File: config.mk
export PLATFORM = sky130hd
export DESIGN_NAME = fpu_stream_ctl
export DESIGN_NICKNAME = d
export VERILOG_FILES = /design/src/rtl/fpu_stream_ctl.sv
export SDC_FILE = /design/constraint.sdc
export NUM_CORES = 1
export LEC_CHECK = 0
export ABC_AREA = 0
export CORE_MARGIN = 2
export CORE_UTILIZATION = 45
export DETAILED_ROUTE_END_ITERATION = 10
export GPL_TIMING_DRIVEN = 1
export PLACE_DENSITY_LB_ADDON = 0.25
export SYNTH_ARGS = -nofsm -noshare
export SYNTH_HDL_FRONTEND = slang
export SYNTH_SLANG_ARGS = --single-unit
File: constraint.sdc
create_clock -name ACLK -period 2.5 [get_ports ACLK]
set_clock_uncertainty 0.2 [all_clocks]
set_input_delay 0.25 -clock ACLK [delete_from_list [all_inputs] [get_ports ACLK]]
set_output_delay 0.25 -clock ACLK [all_outputs]
set_load 0.005 [all_outputs]
File: src/rtl/fpu_stream_ctl.sv
// Streaming wrapper around the three-stage FP16 FMA pipeline (fpu1 -> fpu2 -> fpu3).
// Operand triples enter over a valid/ready handshake. Results land in a small FIFO.
// A credit check counts FIFO occupancy plus in-flight results, so a push never finds the FIFO full.
module fpu_stream_ctl #(
    parameter int unsigned FIFO_DEPTH = 4,
    parameter int unsigned CNT_W      = 16
) (
    input  logic                          ACLK,
    input  logic                          RSTN,
    input  logic                          in_valid,
    output logic                          in_ready,
    input  logic [15:0]                   in_op1,
    input  logic [15:0]                   in_op2,
    input  logic [15:0]                   in_op3,
    output logic [15:0]                   fpu_ex1,
    output logic [15:0]                   fpu_ex2,
    output logic [15:0]                   fpu_ex3,
    output logic                          fpu_force0,
    input  logic [15:0]                   fpu_exd,
    output logic                          out_valid,
    input  logic                          out_ready,
    output logic [15:0]                   out_data,
    output logic [$clog2(FIFO_DEPTH):0]   out_count,
    output logic [1:0]                    inflight,
    output logic [CNT_W-1:0]              done_cnt
);

    localparam int unsigned PtrW = $clog2(FIFO_DEPTH);
    localparam int unsigned CntW = PtrW + 1;
    localparam int unsigned CsW  = PtrW + 2;

    logic [1:0]      vld_sr_q;
    logic [15:0]     mem_q [FIFO_DEPTH];
    logic [PtrW-1:0] wr_ptr_q;
    logic [PtrW-1:0] rd_ptr_q;
    logic [CntW-1:0] count_q;
    logic [CntW-1:0] count_d;
    logic [CNT_W-1:0] done_cnt_q;
    logic [CsW-1:0]  credit_sum;
    logic            acc;
    logic            push;
    logic            pop;

    // Handshake, credit check and operand drive; in_ready depends on registered state only.
    always_comb begin
        credit_sum = {1'b0, count_q} + {{PtrW{1'b0}}, inflight};
        in_ready   = credit_sum < CsW'(FIFO_DEPTH);
        acc        = in_valid & in_ready;
        fpu_ex1    = acc ? in_op1 : 16'h0000;
        fpu_ex2    = acc ? in_op2 : 16'h0000;
        fpu_ex3    = acc ? in_op3 : 16'h0000;
        fpu_force0 = 1'b0;
        push       = vld_sr_q[1];
        pop        = out_valid & out_ready;
    end

    // Output views of the registered state.
    always_comb begin
        inflight  = {1'b0, vld_sr_q[0]} + {1'b0, vld_sr_q[1]};
        out_valid = (count_q != '0);
        out_data  = mem_q[rd_ptr_q];
        out_count = count_q;
        done_cnt  = done_cnt_q;
    end

    // Occupancy next state; a simultaneous push and pop leaves it unchanged.
    always_comb begin
        count_d = count_q;
        unique case ({push, pop})
            2'b10:   count_d = count_q + CntW'(1);
            2'b01:   count_d = count_q - CntW'(1);
            default: count_d = count_q;
        endcase
    end

    // Valid bits shadowing the two fpu pipeline registers.
    always_ff @(posedge ACLK or negedge RSTN) begin
        if (!RSTN) begin
            vld_sr_q <= 2'b00;
        end else begin
            vld_sr_q <= {vld_sr_q[0], acc};
        end
    end

    // Result FIFO storage and pointers; storage is cleared so out_data reads zero after reset.
    always_ff @(posedge ACLK or negedge RSTN) begin
        if (!RSTN) begin
            for (int i = 0; i < int'(FIFO_DEPTH); i++) begin
                mem_q[i] <= 16'h0000;
            end
            wr_ptr_q <= '0;
            rd_ptr_q <= '0;
            count_q  <= '0;
        end else begin
            if (push) begin
                mem_q[wr_ptr_q] <= fpu_exd;
                wr_ptr_q        <= wr_ptr_q + PtrW'(1);
            end
            if (pop) begin
                rd_ptr_q <= rd_ptr_q + PtrW'(1);
            end
            count_q <= count_d;
        end
    end

    // Count of delivered results, wrapping naturally.
    always_ff @(posedge ACLK or negedge RSTN) begin
        if (!RSTN) begin
            done_cnt_q <= '0;
        end else if (pop) begin
            done_cnt_q <= done_cnt_q + CNT_W'(1);
        end
    end

    // The credit check must make a push into a full FIFO unreachable.
    assert property (@(posedge ACLK) disable iff (!RSTN)
        !(push && (count_q == CntW'(FIFO_DEPTH))));

endmodule

Word-level counts from Yosys, hierarchy flattened

Index checks and enable logic that the tools add are counted.

Register bits after elaboration: 89
Bits in latches: 0
Bits in writable memories: 0
ROM bits: 0
Input bits: 68
Output and inout bits: 88
Memories: 0

Add/subtract/negate cells: 7
$mul: 0
Divide/modulo/power cells: 0
Magnitude comparators: 4
Equal/unequal tests: 2
Shift operators: 0
Multiplexer cells: 10
Bitwise logic cells: 4
Reduce and logical (&&, ||, !) cells: 3

Operator list:

| cell                    | number |
|---|---|
| $mux W16                | 6 |
| $bwmux W64              | 1 |
| $bmux W16 S2            | 1 |
| $demux W16 S2           | 1 |
| $add A16 B1 Y16 const B | 1 |
| $ge A3 B3 Y1 const B    | 2 |
| $not A2 Y3              | 2 |
| $pmux W3 S2             | 1 |
| $add A2 B1 Y2 const B   | 2 |
| $add A3 B2 Y4           | 1 |
| $lt A4 B3 Y1 const B    | 1 |
| $add A3 B1 Y3 const B   | 1 |
| $lt A3 B1 Y1 const B    | 1 |
| $reduce_bool A3 Y1      | 1 |
| $sub A3 B1 Y3 const B   | 1 |
| $add A1 B1 Y2           | 1 |
| $and A1 B1 Y1           | 2 |
| $eq A2 B1 Y1 const B    | 1 |
| $eq A2 B2 Y1 const B    | 1 |
| $reduce_bool A2 Y1      | 1 |
| $logic_and A1 B1 Y1     | 1 |

Depth between registers and ports, before layout

Depth after elaboration: 6
Depth in mapped cells: 8

Worst setup path before layout

Ideal clock, no wire load.

Kind: register to output
From: register vld_sr_q[0]
To: output port fpu_ex1[0]
Arrival: 1.703 ns
Required time: 2.050 ns
Slack: 0.347 ns
Stages on the path, launching flop included: 6
Cell sequence: dfrtp_1 ha_1 ha_1 a311oi_1 clkbuf_1 and3_1

Word-level cells in the longest chain between the ends: 5

RTL lines:

| element                | RTL line | text |
|---|---|---|
| from (decl)            | 32       | `logic [1:0] vld_sr_q;` |
| from (signal assigned) | 81       | `vld_sr_q <= {vld_sr_q[0], acc};` |
| $add A1 B1 Y2          | 59       | `inflight = {1'b0, vld_sr_q[0]} + {1'b0, vld_sr_q[1]};` |
| via inflight[1]        | 24       | `output logic [1:0] inflight,` |
| $add A3 B2 Y4          | 46       | `credit_sum = {1'b0, count_q} + {{PtrW{1'b0}}, inflight};` |
| $lt A4 B3 Y1           | 47       | `in_ready = credit_sum < CsW'(FIFO_DEPTH);` |
| $and A1 B1 Y1          | 48       | `acc = in_valid & in_ready;` |
| $mux W16               | 49       | `fpu_ex1 = acc ? in_op1 : 16'h0000;` |
| to (decl)              | 15       | `output logic [15:0] fpu_ex1,` |

The timed path passes the listed nets, and every way through them passes these cells.

Worst setup path in the final report

From: register vld_sr_q[1]
To: output port fpu_ex1[15]

Word-level cells in the longest chain between the ends: 5

RTL lines:

| element       | RTL line |
|---|---|
| $add A1 B1 Y2 | 59 |
| $add A3 B2 Y4 | 46 |
| $lt A4 B3 Y1  | 47 |
| $and A1 B1 Y1 | 48 |
| $mux W16      | 49 |

No other way between the ends.

==> impl_results.html <==
<table>
<tr><th>Metric</th><th>Value</th></tr>
<tr><th colspan="2">Status</th></tr>
<tr><td>Status</td><td>complete, but fails checks</td></tr>
<tr><td>Violations in the final reports</td><td>negative setup slack</td></tr>
<tr><th colspan="2">Power and ir drop</th></tr>
<tr><td>Portion of total power attributed to combinational logic</td><td>52.2%</td></tr>
<tr><td>PnR Total Power</td><td>7.71 mW</td></tr>
<tr><td>Sw Pwr</td><td>roughly 2.3 mW</td></tr>
<tr><td>Peak supply drop</td><td>0.000608 V</td></tr>
<tr><td>Switching share of total power</td><td>between 30% and 40%</td></tr>
<tr><td>Static leakage</td><td>just under 3 nW</td></tr>
<tr><td>Cell-internal power</td><td>about 5.4 mW</td></tr>
<tr><td>Cell area power density</td><td>between 1000 and 1500 nW/µm²</td></tr>
<tr><td>Sequential power share</td><td>between 30% and 40%</td></tr>
<tr><td>Clock network fraction of total power</td><td>15.2%</td></tr>
<tr><th colspan="2">Logic synthesis</th></tr>
<tr><td>Area of the mapped netlist</td><td>4280 µm²</td></tr>
<tr><td>Yosys reg bits</td><td>89</td></tr>
<tr><td>Mux share of post-synthesis cell area</td><td>about a quarter</td></tr>
<tr><td>XOR/XNOR Fraction of Synth Area</td><td>approximately 4.3%</td></tr>
<tr><td>Post-synthesis share of cell area spent on and, or, nand and nor gates</td><td>between 10% and 20%</td></tr>
<tr><td>Post-Syn Nets</td><td>395</td></tr>
<tr><td>Number of distinct standard cells referenced by the synthesized netlist</td><td>26</td></tr>
<tr><td>Combinational family with the most area after synthesis</td><td>multiplexers</td></tr>
<tr><td>Compound-cell area share of the yosys netlist</td><td>0.818%</td></tr>
<tr><td>Post-synthesis sequential area ratio</td><td>a little over half</td></tr>
<tr><td>Per-instance average area after synthesis</td><td>13.5 µm²</td></tr>
<tr><td>Number of instances in the synthesized netlist</td><td>approximately 320</td></tr>
<tr><td>Synth Area in Adders</td><td>roughly 2.8%</td></tr>
<tr><td>Synth warn</td><td>0</td></tr>
<tr><th colspan="2">Timing</th></tr>
<tr><td>Final critical-path share of the clock period</td><td>106%</td></tr>
<tr><td>Peak Freq</td><td>around 0.38 GHz</td></tr>
<tr><td>Headroom to the max-slew limit</td><td>roughly 60%</td></tr>
<tr><td>Setup-failing EPs final</td><td>between 40 and 50</td></tr>
<tr><td>Max Slew Vio Count</td><td>0</td></tr>
<tr><td>Final min period</td><td>2.66 ns</td></tr>
<tr><td>Unrepaired setup endpoints after global routing</td><td>yes</td></tr>
<tr><td>Post-route worst setup slack</td><td>-0.157 ns</td></tr>
<tr><td>Worst Tran Pin Value</td><td>~0.57 ns</td></tr>
<tr><td>Hold Violations, Final</td><td>0</td></tr>
<tr><th colspan="2">Finish</th></tr>
<tr><td>Fraction of layout cells with a size suffix above 1</td><td>37.7%</td></tr>
<tr><td>Final design area excluding fillers</td><td>roughly 6500 µm²</td></tr>
<tr><td>Layout Nets</td><td>between 500 and 600</td></tr>
<tr><td>Area overhead of the layout relative to synthesis</td><td>51.4%</td></tr>
<tr><td>Antenna cells</td><td>0</td></tr>
<tr><td>Fillcell total</td><td>around 670</td></tr>
<tr><td>Footprint of the flip-flops and latches</td><td>about 2200 µm²</td></tr>
<tr><td>Multi-input logic area</td><td>2000 µm²</td></tr>
<tr><th colspan="2">Setup path</th></tr>
<tr><td>Critical Path Slowest Stage Cell</td><td>sky130_fd_sc_hd__dfrtp_1</td></tr>
<tr><td>Kind of launch point of the worst setup path</td><td>flip-flop</td></tr>
<tr><td>Setup crit end kind</td><td>primary output</td></tr>
<tr><td>Critical Path Most Common Cell</td><td>sky130_fd_sc_hd__ha_4</td></tr>
<tr><td>Critical setup path kind</td><td>reg2out</td></tr>
<tr><td>Arrival time worst endpoint</td><td>between 2 and 2.5 ns</td></tr>
<tr><td>Largest fanout on the critical path</td><td>13</td></tr>
<tr><td>CP Data Required Time</td><td>a little over 2 ns</td></tr>
<tr><td>CP peak stage delay</td><td>~0.43 ns</td></tr>
<tr><td>Path depth of the worst reg2reg path</td><td>9</td></tr>
<tr><td>CP Cell Sequence</td><td>ha_4 &gt; ha_4 &gt; a311oi_4 &gt; buf_4 &gt; buf_6 &gt; buf_8 &gt; and3_1 &gt; clkdlybuf4s15_2</td></tr>
<tr><th colspan="2">Worst hold path</th></tr>
<tr><td>Worst hold path type</td><td>in2async</td></tr>
<tr><th colspan="2">Die</th></tr>
<tr><td>Initial Utilization</td><td>between 40% and 50%</td></tr>
<tr><td>Placeable core region</td><td>9240 µm²</td></tr>
<tr><td>Die Y-Extent</td><td>roughly 100 µm</td></tr>
<tr><td>Die width</td><td>around 100 µm</td></tr>
<tr><td>Number of standard-cell rows in the floorplan</td><td>35</td></tr>
<tr><td>I/O pin cnt</td><td>around 160</td></tr>
<tr><td>Die ar.</td><td>between 10000 and 15000 µm²</td></tr>
<tr><th colspan="2">Clock tree</th></tr>
<tr><td>Clock buffer count from CTS</td><td>9</td></tr>
<tr><td>Post-CTS clock slew at the launch and capture registers of the worst setup and hold paths</td><td>0.08 ns</td></tr>
<tr><td>Maximum level of the CTS H-tree</td><td>3</td></tr>
<tr><td>TritonCTS clock tree</td><td>done</td></tr>
<tr><td>Max clock buf depth</td><td>2</td></tr>
<tr><td>Clock tree sinks</td><td>a little under 90</td></tr>
<tr><td>Clock root buffer</td><td>sky130_fd_sc_hd__clkbuf_8</td></tr>
<tr><td>Clock insertion delay at the later pin of the skew report</td><td>roughly 0.36 ns</td></tr>
<tr><th colspan="2">Global routing</th></tr>
<tr><td>Number of antenna violations at the first check in global routing</td><td>0</td></tr>
<tr><td>Global-route wire length before repair</td><td>~17000 µm</td></tr>
<tr><td>Largest net degree at the start of global routing</td><td>46</td></tr>
<tr><td>Aggregate global routing overflow</td><td>0</td></tr>
<tr><td>GRT Resource Usage Total</td><td>about 22%</td></tr>
<tr><td>Via count of the first global-routing pass</td><td>between 3000 and 4000</td></tr>
<tr><th colspan="2">Routing</th></tr>
<tr><td>Number of detailed-route iterations in the first pass</td><td>4</td></tr>
<tr><td>DR iter-0 viols</td><td>around 160</td></tr>
<tr><td>Vias per cell</td><td>5.14</td></tr>
<tr><td>Vias after detailed routing</td><td>around 3200</td></tr>
<tr><td>WL final</td><td>11100 µm</td></tr>
<tr><td>DRC violation count after routing</td><td>0</td></tr>
<tr><td>Post-route ant nets</td><td>0</td></tr>
<tr><td>Wirelength per Cell</td><td>between 15 and 20 µm</td></tr>
<tr><th colspan="2">Placed design</th></tr>
<tr><td>Area post-placement</td><td>slightly above 6000 µm²</td></tr>
<tr><td>Number of port buffers</td><td>around 150</td></tr>
<tr><td>Placer congestion estimate</td><td>roughly 0.75</td></tr>
<tr><td>HPWL after detailed placement</td><td>roughly 7600 µm</td></tr>
<tr><th colspan="2">Job</th></tr>
<tr><td>Total of max-cap violations</td><td>0</td></tr>
</table>
-- synth_stat cells --
cell	n	share of area (%)
sky130_fd_sc_hd__a311oi_1	1	0.20
sky130_fd_sc_hd__and2_1	2	0.29
sky130_fd_sc_hd__and3_1	50	7.3
sky130_fd_sc_hd__and4_1	1	0.20
sky130_fd_sc_hd__buf_2	8	0.94
sky130_fd_sc_hd__buf_4	2	0.35
sky130_fd_sc_hd__clkbuf_1	10	0.88
sky130_fd_sc_hd__conb_1	1	0.088
sky130_fd_sc_hd__dfrtp_1	89	52
sky130_fd_sc_hd__fa_1	1	0.47
sky130_fd_sc_hd__ha_1	8	2.3
sky130_fd_sc_hd__inv_1	8	0.70
sky130_fd_sc_hd__mux2_2	64	17
sky130_fd_sc_hd__mux2i_1	1	0.23
sky130_fd_sc_hd__mux4_2	16	8.4
sky130_fd_sc_hd__nand2_1	16	1.4
sky130_fd_sc_hd__nand3_1	6	0.70
sky130_fd_sc_hd__nand4_1	3	0.44
sky130_fd_sc_hd__nor2_1	3	0.26
sky130_fd_sc_hd__nor3_1	3	0.35
sky130_fd_sc_hd__nor4_4	1	0.50
sky130_fd_sc_hd__o21ai_0	1	0.12
sky130_fd_sc_hd__o31ai_4	1	0.50
sky130_fd_sc_hd__or3_2	1	0.18
sky130_fd_sc_hd__xnor2_1	13	2.7
sky130_fd_sc_hd__xor2_1	8	1.6
-- kinds of logic (layout without fill, tap and decap cells) --
group           Yosys count  count (layout)
flops                    89              89
compound gates            3               3
buf+inv                  28             209
simple gates             86              86
fa+ha+maj                 9               9
mux                      81              81
xor+xnor                 21              21
other cells               1               1
-- layer usage --
layer	track usage, %	vias to the layer above	share of wire [%]
met4	9.88	0	3.0
met3	4.55	22	5.5
li1	-	1501	-
met2	39.5	122	53
met5	0	-	0
met1	25.3	1581	38
-- flip-flops by register name, indices dropped and copies added, names as in the netlist --
| signal | flops |
|---|---|
| wr_ptr_q | 2 |
| vld_sr_q | 2 |
| mem_q | 64 |
| out_count | 3 |
| done_cnt | 16 |
| rd_ptr_q | 2 |
-- worst max-delay path, delay by kind of cell (launching register included) --
kind                       cells  cell delay [ns]
buffers and inverters          4             0.60
DFF                            1             0.43
adders and majority gates      2             0.40
AOI/OAI and AO/OA              1             0.22
and+or+nand+nor                1             0.18
-- power groups by stage --
| stage | combinational [mW] | sequential (mW) | clock, mW |
|---|---|---|---|
| 6_report | 4.02 | 2.51 | 1.17 |
| 2_1_floorplan | 1.86 | 2.40 | 0 |
| 5_1_grt | 4.30 | 2.59 | 1.27 |
| 3_5_place_dp | 3.52 | 2.52 | 0 |
| 3_3_place_gp | 3.44 | 2.47 | 0 |
| 4_1_cts | 4.06 | 2.50 | 1.20 |
-- cell type report --
class | count | share of cell area (%)
multi-input combinational | 201 | 30.9
timing repair buffer | 185 | 28.0
clock inverter | 7 | 1.83
clock buffer | 9 | 1.91
tap | 129 | 2.49
inverter | 8 | 0.463
sequential | 89 | 34.4
-- timing repair --
item / CTS / global route
cloned: 5 / 0
hold buffers: 1 / 0
setup buffers: 7 / 5
pin swaps: 4 / 1
hold endpoints to repair: 44 / 0
resized for setup: 183 / 23
endpoints found under the setup margin: 49 / 61
-- per-stage QoR --
step           worst slack, ns  instances  setup TNS (ns)  util (%)  hold WS (ns)
3_5_place_dp           -0.0747        597           -2.08      65.9        0.0938
4_1_cts                 -0.118        626           -1.92      69.9         0.193
3_3_place_gp           -0.0560        597           -1.16      65.9        0.0850
6_report                -0.157        628           -3.20      70.1         0.230
5_1_grt                 -0.198        628           -5.50      70.1         0.269
2_1_floorplan            0.347        318               0         -        -0.246
-- cells in the final DEF (no fill, tap or decap), types with 2 or more instances in the layout --
cell type,synthesis,final
sky130_fd_sc_hd__clkdlybuf4s50_1,0,104
sky130_fd_sc_hd__nor3_1,3,3
sky130_fd_sc_hd__clkbuf_8,0,9
sky130_fd_sc_hd__clkbuf_2,0,3
sky130_fd_sc_hd__xnor2_1,13,13
sky130_fd_sc_hd__mux2_2,64,64
sky130_fd_sc_hd__buf_12,0,9
sky130_fd_sc_hd__clkdlybuf4s15_2,0,9
sky130_fd_sc_hd__nand2_1,16,16
sky130_fd_sc_hd__xor2_1,8,8
sky130_fd_sc_hd__mux4_2,16,16
sky130_fd_sc_hd__and3_1,50,44
sky130_fd_sc_hd__dfrtp_1,89,88
sky130_fd_sc_hd__clkinvlp_4,0,2
sky130_fd_sc_hd__inv_1,8,8
sky130_fd_sc_hd__buf_2,8,30
sky130_fd_sc_hd__nor2_1,3,3
sky130_fd_sc_hd__bufinv_16,0,3
sky130_fd_sc_hd__buf_4,2,16
sky130_fd_sc_hd__nand4_1,3,3
sky130_fd_sc_hd__ha_1,8,6
sky130_fd_sc_hd__and3_4,0,6
sky130_fd_sc_hd__nand3_1,6,6
sky130_fd_sc_hd__buf_16,0,3
sky130_fd_sc_hd__buf_6,0,8
sky130_fd_sc_hd__ha_4,0,2
sky130_fd_sc_hd__and2_1,2,2
-- final timing paths --
path                       slack, ns      endpoint    startpoint
min reg2reg                     0.25   vld_sr_q[1]   vld_sr_q[0]
min in group ACLK               0.25   vld_sr_q[1]   vld_sr_q[0]
min                             0.23      mem_q[3]          RSTN
max                            -0.16   fpu_ex1[15]   vld_sr_q[1]
max reg2reg                     0.41  out_count[2]  out_count[0]
max in group asynchronous       1.22   rd_ptr_q[0]          RSTN
(Power assumes the default switching activity.)
